**src/rtl/vend_machine_param.sv**
```systemverilog
// Parametrised coin vending FSM: credit accumulation, one-cycle release, serial change payout.
// Define VEND_STOCK_EN to add the stock counter, sold_out and restock handling.
module vend_machine_param #(
   parameter int PRICE       = 5,
   parameter int CREDIT_W    = 4,
   parameter int STOCK_DEPTH = 8,
   parameter int STOCK_W     = 4
) (
   input  logic                clk,
   input  logic                reset,
   input  logic                N,
   input  logic                D,
   input  logic                Q,
   input  logic                cancel,
   input  logic                restock,
   output logic                R,
   output logic                N1,
   output logic                D1,
   output logic                coin_rej,
   output logic                busy,
   output logic [CREDIT_W-1:0] credit,
   output logic                sold_out
);
   typedef enum logic [1:0] {IDLE, VEND, CHANGE} state_t;

   localparam logic [CREDIT_W-1:0] PRICE_C = CREDIT_W'(PRICE);

   state_t              state_q, state_d;
   logic [CREDIT_W-1:0] credit_q, credit_d;
   logic [CREDIT_W-1:0] rem_q, rem_d;
   logic                r_q, r_d;
   logic                n1_q, n1_d;
   logic                d1_q, d1_d;
   logic                rej_q, rej_d;
   logic                busy_q;
   logic                sold_q;

   logic [1:0]          coin_cnt;
   logic                any_coin;
   logic [CREDIT_W-1:0] coin_val;
   logic [CREDIT_W-1:0] total;
   logic [CREDIT_W-1:0] issue_src;
   logic                issue_en;

   always_comb begin
      coin_cnt  = 2'(N) + 2'(D) + 2'(Q);
      any_coin  = N | D | Q;
      coin_val  = Q ? CREDIT_W'(5) : (D ? CREDIT_W'(2) : CREDIT_W'(1));
      total     = credit_q + coin_val;
      state_d   = state_q;
      credit_d  = credit_q;
      rem_d     = rem_q;
      r_d       = 1'b0;
      n1_d      = 1'b0;
      d1_d      = 1'b0;
      rej_d     = 1'b0;
      issue_en  = 1'b0;
      issue_src = rem_q;

      unique case (state_q)
         IDLE: begin
            if (cancel) begin
               // Cancel beats any coin presented in the same cycle.
               rej_d = any_coin;
               if (credit_q != '0) begin
                  credit_d  = '0;
                  issue_en  = 1'b1;
                  issue_src = credit_q;
                  state_d   = CHANGE;
               end
            end else if (any_coin) begin
               if (coin_cnt != 2'd1 || sold_q) begin
                  rej_d = 1'b1;
               end else if (total < PRICE_C) begin
                  credit_d = total;
               end else begin
                  credit_d = '0;
                  rem_d    = total - PRICE_C;
                  r_d      = 1'b1;
                  state_d  = VEND;
               end
            end
         end
         VEND, CHANGE: begin
            rej_d = any_coin;
            if (rem_q != '0) begin
               issue_en = 1'b1;
               state_d  = CHANGE;
            end else begin
               state_d  = IDLE;
            end
         end
         default: state_d = IDLE;
      endcase

      // Largest coin first: a dime whenever at least two nickels remain.
      if (issue_en) begin
         if (issue_src >= CREDIT_W'(2)) begin
            d1_d  = 1'b1;
            rem_d = issue_src - CREDIT_W'(2);
         end else begin
            n1_d  = 1'b1;
            rem_d = '0;
         end
      end
   end

   always_ff @(posedge clk) begin
      if (reset) begin
         state_q  <= IDLE;
         credit_q <= '0;
         rem_q    <= '0;
         r_q      <= 1'b0;
         n1_q     <= 1'b0;
         d1_q     <= 1'b0;
         rej_q    <= 1'b0;
         busy_q   <= 1'b0;
      end else begin
         state_q  <= state_d;
         credit_q <= credit_d;
         rem_q    <= rem_d;
         r_q      <= r_d;
         n1_q     <= n1_d;
         d1_q     <= d1_d;
         rej_q    <= rej_d;
         busy_q   <= (state_d != IDLE);
      end
   end

`ifdef VEND_STOCK_EN
   logic [STOCK_W-1:0] stock_q, stock_d;

   // Restock overrides a vend decrement on the same edge.
   always_comb begin
      stock_d = stock_q;
      if (restock) begin
         stock_d = STOCK_W'(STOCK_DEPTH);
      end else if (r_d) begin
         stock_d = stock_q - STOCK_W'(1);
      end
   end

   always_ff @(posedge clk) begin
      if (reset) begin
         stock_q <= STOCK_W'(STOCK_DEPTH);
         sold_q  <= 1'b0;
      end else begin
         stock_q <= stock_d;
         sold_q  <= (stock_d == '0);
      end
   end
`else
   logic unused_restock;
   assign unused_restock = restock;
   assign sold_q         = 1'b0;
`endif

   assign R        = r_q;
   assign N1       = n1_q;
   assign D1       = d1_q;
   assign coin_rej = rej_q;
   assign busy     = busy_q;
   assign credit   = credit_q;
   assign sold_out = sold_q;
endmodule

```
**config.mk**
```make
export PLATFORM = sky130hd
export DESIGN_NAME = vend_machine_param
export DESIGN_NICKNAME = d
export VERILOG_FILES = /design/src/rtl/vend_machine_param.sv
export SDC_FILE = /design/constraint.sdc
export NUM_CORES = 1
export LEC_CHECK = 0
export CORE_MARGIN = 2
export CORE_UTILIZATION = 52
export CTS_CLUSTER_DIAMETER = 120
export DETAILED_ROUTE_END_ITERATION = 12
export PLACE_DENSITY = 0.77
export REMOVE_ABC_BUFFERS = 1
export SYNTH_ARGS = -nofsm -noshare
export SYNTH_HDL_FRONTEND = slang
export SYNTH_SLANG_ARGS = --single-unit
```
**constraint.sdc**
```tcl
create_clock -name clk -period 3.6 [get_ports clk]
set_clock_uncertainty 0.15 [all_clocks]
set_input_delay 0.36 -clock clk [delete_from_list [all_inputs] [get_ports clk]]
set_output_delay 0.36 -clock clk [all_outputs]
set_load 0.1 [all_outputs]
```
==> results of run 1 <==
cells in the mapped netlist, drive strengths merged (3+ instances only):
library cell	number	area, sq um
buf	3	17.52
dfxtp	15	300.3
nand2	10	45.04
nand3	7	35.03
nor3	5	30.03
xnor2	3	26.28
nand2b	4	25.02
o21ai	5	28.78
ha	7	87.58
inv	6	22.52
a21oi	7	35.03
nor2	6	25.03
o22ai	3	31.28
a22oi	3	22.52
worst max path at each step:
stage	from	endpoint	slack, ps	cells after the start
global placement	D	rem_q[1]	210	12
detailed placement	D	rem_q[1]	100	12
finish	D	rem_q[1]	420	12
global route	D	rem_q[1]	170	12
CTS	D	rem_q[1]	410	12
floorplan	credit[0]	busy	360	10
registers in the layout, summed over array words and instances (netlist names):
| name | flops |
|---|---|
| credit | 4 |
| rem_q | 4 |
| state_q | 2 |
| D1 | 1 |
| N1 | 1 |
| R | 1 |
| busy | 1 |
| coin_rej | 1 |
layer usage:
metal | track usage (%) | up-vias
met4 | 6.190 | 0
met5 | 0 | -
met3 | 4.630 | 4
li1 | - | 468
met2 | 35.42 | 27
met1 | 25.49 | 434
final cells by class:
| class | count | area (sq um) | area share, % |
|---|---|---|---|
| clock buffer | 4 | 26.28 | 2.145 |
| inverter | 7 | 26.28 | 2.145 |
| sequential | 15 | 300.3 | 24.51 |
| tap | 27 | 33.78 | 2.758 |
| multi-input combinational | 93 | 683.2 | 55.77 |
| timing repair buffer | 16 | 155.1 | 12.67 |
stage by stage:
step | cell area [sq um] | worst slack, ps
2_1_floorplan | 1010 | 357.1
3_3_place_gp | 1199 | 208.6
3_5_place_dp | 1199 | 104.9
4_1_cts | 1225 | 407.4
5_1_grt | 1225 | 167.6
6_report | 1225 | 417.9
kinds of logic (layout without fill, tap and decap cells):
group,after synthesis,in the layout
adder cells (fa/ha/maj),9,9
AND/OR/NAND/NOR,47,47
flip-flops,15,15
multiplexers,2,2
other,1,1
XOR/XNOR,5,5
buffers and inverters,10,27
AO/OA/AOI/OAI,29,29
worst max-delay path, stage by stage:
cell and delay, ps:
clkdlybuf4s50_1 550, nand2b_1 110, ha_1 220, fa_1 540, inv_1 60, ha_1 220, or3b_1 360, o211ai_1 130
o31a_2 250, nor2_1 60, a211o_1 260, a21oi_1 130
power breakdown:
part / switching, mW / leakage (nW) / total (mW) / internal [mW]
combinational: 0.0882 / 0.360 / 0.139 / 0.0504
clock: 0.0550 / 0.0150 / 0.0981 / 0.0431
sequential: 0.00692 / 0.122 / 0.181 / 0.174
==> insert_results.sql, run 1 <==
INSERT INTO impl_metrics (metric_group, metric, value, unit) VALUES
('synth', 'netlist_instances', '118', ''),
('placed_design', 'dp.cells', '158', ''),
('global_route', 'largest_net_degree_at_the_start_of_global_routing', '10', ''),
('hold_path', 'min_path_type', 'register to register', ''),
('final_layout', 'antennaDiodeCount', '0', ''),
('synth', 'synth_top_family_by_area', 'simple AND/OR/NAND/NOR gates', ''),
('global_route', 'grtUsageTotal', '20.49', '%'),
('setup_path', 'timing.critical_path.to_type', 'register', ''),
('synth', 'proportion_of_synthesized_chip_area_in_sequential_cells', '29.23', '%'),
('final_layout', 'num-fill-cells', '166', ''),
('synth', 'synth.avg_cell_area', '8.705', 'sq um'),
('setup_path', 'regToRegStartpoint', 'credit[0]', ''),
('global_route', 'wire_length_of_the_first_global_routing_pass', '3.815', 'mm'),
('final_layout', 'mostFrequentLayoutCells', 'dfxtp_1 (15), clkdlybuf4s50_1 (14), nand2_1 (9)', ''),
('clock_network', 'ctsHoldBuffers', '0', ''),
('setup_path', 'regToRegEndpoint', 'rem_q[1]', ''),
('clock_network', 'tritoncts.num_buffers', '3', ''),
('placed_design', 'dp_hpwl', '1.740', 'mm'),
('route', 'highest_layer', 'met4', ''),
('clock_network', 'cts.path.max_buffers', '2', ''),
('setup_path', 'worstPathRequired', '3670', 'ps'),
('synth', 'synth_fa_ha_area_share', '12.42', '%'),
('sta', 'finalSetupTns', '0', 'ps'),
('hold_path', 'worstHoldEndpoint', 'credit[0]', ''),
('global_route', 'globalRoute.totalOverflow', '0', ''),
('setup_path', 'timing.reg2reg.worst_path_depth', '10', ''),
('synth', 'synth_cell_type_count', '47', ''),
('sta', 'maxSlewViolCount', '0', ''),
('synth', 'synth-main-ff-cell', 'dfxtp_1', ''),
('clock_network', 'tritoncts', 'built', ''),
('floorplan', 'initial_core_util', '54.01', '%'),
('synth', 'yosysWarnings', '0', ''),
('route', 'detail_route.wirelength', '2.162', 'mm'),
('synth', 'yosys_register_bits', '15', ''),
('final_layout', 'leading_cell_type_in_the_layout_fill_and_taps_excluded', 'dfxtp_1', ''),
('final_layout', 'area_growth_syn_to_layout', '19.24', '%'),
('global_route', 'first_global_vias', '902', ''),
('outcome', 'status', 'finished, final reports clean', ''),
('setup_path', 'timing.setup.critical_path_class', 'primary input to register', ''),
('route', 'viasPerCell', '5.759', ''),
('synth', 'synth-edff-count', '0', ''),
('floorplan', 'placement_rows', '16', ''),
('route', 'drtAntennaViolNets', '0', ''),
('placed_design', 'buffer_ports.inserted', '14', ''),
('floorplan', 'fp.dieH', '48.45', 'microns'),
('route', 'metal2_wl', '1.061', 'mm'),
('setup_path', 'crit_path_max_fanout', '6', ''),
('setup_path', 'reg2reg_slack', '750', 'ps'),
('synth', 'synth-xor-area-share', '4.263', '%'),
('sta', 'clock.fmax', '314.3', 'MHz'),
('hold_path', 'worstHoldStart', 'credit[0]', ''),
('synth', 'asyncSetResetFlopFracSynth', '0', '%'),
('setup_path', 'worstSetupStartpointType', 'primary input', ''),
('placed_design', 'gpl.final_weighted_congestion', '0.8072', ''),
('clock_network', 'cts_root_buf', 'clkbuf_4', ''),
('sta', 'rsz0062_at_grt', 'false', ''),
('final_layout', 'drive_above_1_share', '11.85', '%'),
('route', 'remaining_drc_errors', '0', ''),
('flow_run', 'max-cap-violations', '0', ''),
('route', 'drtPass1Iterations', '6', ''),
('sta', 'post-route-min-period', '3182', 'ps'),
('clock_network', 'clkSlewWorstSetupHoldPaths', '90', 'ps'),
('power', 'vdd.ir_drop.worst', '304.8', 'uV'),
('synth', 'synthMuxAreaShare', '1.949', '%'),
('floorplan', 'die_area', '2347', 'sq um'),
('sta', 'tightest_slew', '969.4', 'ps'),
('final_layout', 'num-nets-final', '152', ''),
('route', 'first_iter_violations', '27', ''),
('route', 'detailroute.wirelength.met3', '101', 'microns'),
('sta', 'report.final.setup_viol', '0', ''),
('sta', 'tightest_hold_margin', '428.4', 'ps');
(Power assumes the default switching activity.)
==> run 2: changes to the inputs <==
--- a/config.mk
+++ b/config.mk
@@ -5,11 +5,10 @@
 export SDC_FILE = /design/constraint.sdc
 export NUM_CORES = 1
 export LEC_CHECK = 0
-export CORE_MARGIN = 2
 export CORE_UTILIZATION = 52
-export CTS_CLUSTER_DIAMETER = 120
+export CTS_CLUSTER_DIAMETER = 200
 export DETAILED_ROUTE_END_ITERATION = 12
-export PLACE_DENSITY = 0.77
+export PLACE_DENSITY = 0.78
 export REMOVE_ABC_BUFFERS = 1
 export SYNTH_ARGS = -nofsm -noshare
 export SYNTH_HDL_FRONTEND = slang
==> run 2 against run 1 <==
Net effect: first-iteration DRC count decreased by 19%; sequential cell count did not move; global-route usage up 4.4 points; critical path type unchanged; highest routed layer unchanged.
==> insert_results.sql, run 2 (synthesized netlist as in run 1, its figures left out) <==
INSERT INTO impl_metrics (metric_group, metric, value, unit) VALUES
('placed_design', 'dp.cells', '155', ''),
('setup_path', 'worstSetupStartpointType', 'primary input', ''),
('clock_network', 'cts_root_buf', 'clkbuf_4', ''),
('route', 'drt-wirelength-per-cell', '14.31', 'microns'),
('route', 'drtAntennaViolNets', '0', ''),
('global_route', 'antenna_found_initial', '0', ''),
('floorplan', 'die-width', '46.45', 'microns'),
('sta', 'report.final.setup_viol', '0', ''),
('setup_path', 'worstPathRequired', '3660', 'ps'),
('final_layout', 'layoutNonFillerInstCount', '159', ''),
('hold_path', 'worstHoldStart', 'credit[0]', ''),
('power', 'clkPwrFrac', '23.1', '%'),
('route', 'drtPass1Iterations', '4', ''),
('setup_path', 'arrival', '3310', 'ps'),
('clock_network', 'cts.path.max_buffers', '2', ''),
('route', 'num_vias', '941', ''),
('route', 'metal2_wl', '1.146', 'mm'),
('route', 'detailroute.wirelength.met3', '68', 'microns'),
('sta', 'maxSlewViolCount', '0', ''),
('global_route', 'largest_net_degree_at_the_start_of_global_routing', '10', ''),
('final_layout', 'leading_cell_type_in_the_layout_fill_and_taps_excluded', 'dfxtp_1', ''),
('placed_design', 'dp_hpwl', '1.844', 'mm'),
('hold_path', 'min_path_type', 'register to register', ''),
('floorplan', 'fp.dieH', '46.45', 'microns'),
('clock_network', 'tritoncts.num_buffers', '3', ''),
('power', 'power.combinational.fraction', '33.3', '%'),
('clock_network', 'clock_latency', '280', 'ps'),
('clock_network', 'tritoncts_num_sinks', '15', ''),
('floorplan', 'io_pins', '17', ''),
('final_layout', 'num-nets-final', '151', ''),
('final_layout', 'antennaDiodeCount', '0', ''),
('global_route', 'first_global_vias', '855', ''),
('sta', 'finalSetupTns', '0', 'ps'),
('route', 'detail_route.wirelength', '2.275', 'mm'),
('clock_network', 'cells_resized_by_post_cts_repair', '0', ''),
('placed_design', 'gpl.final_weighted_congestion', '0.7915', ''),
('route', 'viasPerCell', '5.918', ''),
('sta', 'rsz0062_at_grt', 'false', ''),
('clock_network', 'tritoncts', 'built', ''),
('outcome', 'status', 'finished, final reports clean', ''),
('clock_network', 'ctsHoldBuffers', '0', ''),
('global_route', 'globalRoute.totalOverflow', '0', ''),
('power', 'vdd.ir_drop.worst', '260.3', 'uV'),
('final_layout', 'drive_above_1_share', '11.19', '%'),
('sta', 'final_hold_viol_count', '0', ''),
('placed_design', 'buffer_ports.inserted', '14', ''),
('setup_path', 'crit_start', 'D', ''),
('route', 'remaining_drc_errors', '0', ''),
('power', 'pwr-share-seq', '43.6', '%'),
('route', 'highest_layer', 'met4', ''),
('sta', 'post-route-period-util', '90.16', '%'),
('setup_path', 'regToRegStartpoint', 'credit[0]', ''),
('setup_path', 'crit_path_max_fanout', '6', ''),
('floorplan', 'die_area', '2157', 'sq um'),
('final_layout', 'finish.utilization', '68.14', '%'),
('sta', 'tightest_slew', '971.6', 'ps'),
('sta', 'clock.fmax', '308.1', 'MHz'),
('power', 'power.leakage', '0.4920', 'nW'),
('power', 'p_per_area', '342.0', 'nW/um^2'),
('route', 'first_iter_violations', '22', ''),
('clock_network', 'clkSlewWorstSetupHoldPaths', '90', 'ps'),
('final_layout', 'area_growth_syn_to_layout', '18.27', '%'),
('global_route', 'wire_length_of_the_first_global_routing_pass', '3.801', 'mm'),
('setup_path', 'timing.setup.critical_path_class', 'primary input to register', ''),
('power', 'sw_ratio', '36.00', '%'),
('power', 'p_int', '0.2659', 'mW'),
('sta', 'post-route-min-period', '3246', 'ps'),
('floorplan', 'placement_rows', '15', ''),
('floorplan', 'initial_core_util', '57.61', '%'),
('power', 'p_switching', '0.1496', 'mW'),
('sta', 'maxSlewHeadroom', '35.02', '%'),
('flow_run', 'max-cap-violations', '0', ''),
('final_layout', 'mostFrequentLayoutCells', 'dfxtp_1 (15), clkdlybuf4s50_1 (14), nand2_1 (9)', ''),
('floorplan', 'core-area', '1783', 'sq um'),
('setup_path', 'timing.critical_path.to_type', 'register', ''),
('route', 'routedLengthMet1', '1.039', 'mm'),
('clock_network', 'clock_tree.htree_level_count', '1', ''),
('global_route', 'grtUsageTotal', '24.92', '%'),
('clock_network', 'post_cts.repair.setup_buffers', '0', '');
==> run 2: cell count changes in the layout (fill, tap and decap cells not counted) <==
cell   previous run  this run
buf_4             2         1
==> run 2: layout make-up <==
class / instances / area, sq um
Timing Repair Buffer: 15 / 147.6
Sequential cell: 15 / 300.3
Multi-Input combinational cell: 93 / 683.2
Clock buffer: 4 / 26.28
Fill cell: 155 / 568.0
Tap cell: 25 / 31.28
Inverter: 7 / 26.28
==> run 2: power groups by stage <==
stage	combinational [mW]	sequential (mW)	clock, mW
2_1_floorplan	0.0718	0.215	0
3_3_place_gp	0.134	0.184	0
3_5_place_dp	0.137	0.185	0
4_1_cts	0.138	0.181	0.0990
5_1_grt	0.150	0.182	0.106
6_report	0.138	0.181	0.0960
==> run 2: worst paths after layout <==
path,slack [ps],cells past startpoint,to
worst max register to register,690,10,rem_q[1]
worst min-delay path,440,2,credit[0]
worst max-delay path,350,12,rem_q[1]
worst min register to register,440,2,credit[0]
==> run 2: worst max-delay path, cell delays in order <==
cell,delay [ps]
clkdlybuf4s50_1,560
nand2b_1,110
ha_1,220
fa_1,560
inv_1,60
ha_1,230
or3b_1,350
o211ai_1,140
o31a_2,250
nor2_1,50
a211o_1,260
a21oi_1,140
==> run 2: per-layer routing <==
metal	vias up	global-route usage (%)
met2	23	41.39
met1	449	31.19
met5	-	0
met4	0	7.059
li1	467	-
met3	2	6.667
==> run 2: per-stage QoR <==
stage	power [mW]	hold WS [ps]	setup WS [ps]	area, sq um
floorplan	0.2867	279.1	357.1	1010
global placement	0.3183	412.7	179.1	1189
global route	0.4379	473.3	119.0	1215
detailed placement	0.3223	427.6	86.25	1189
finish	0.4155	439.3	354.2	1215
CTS	0.4183	443.7	368.2	1215
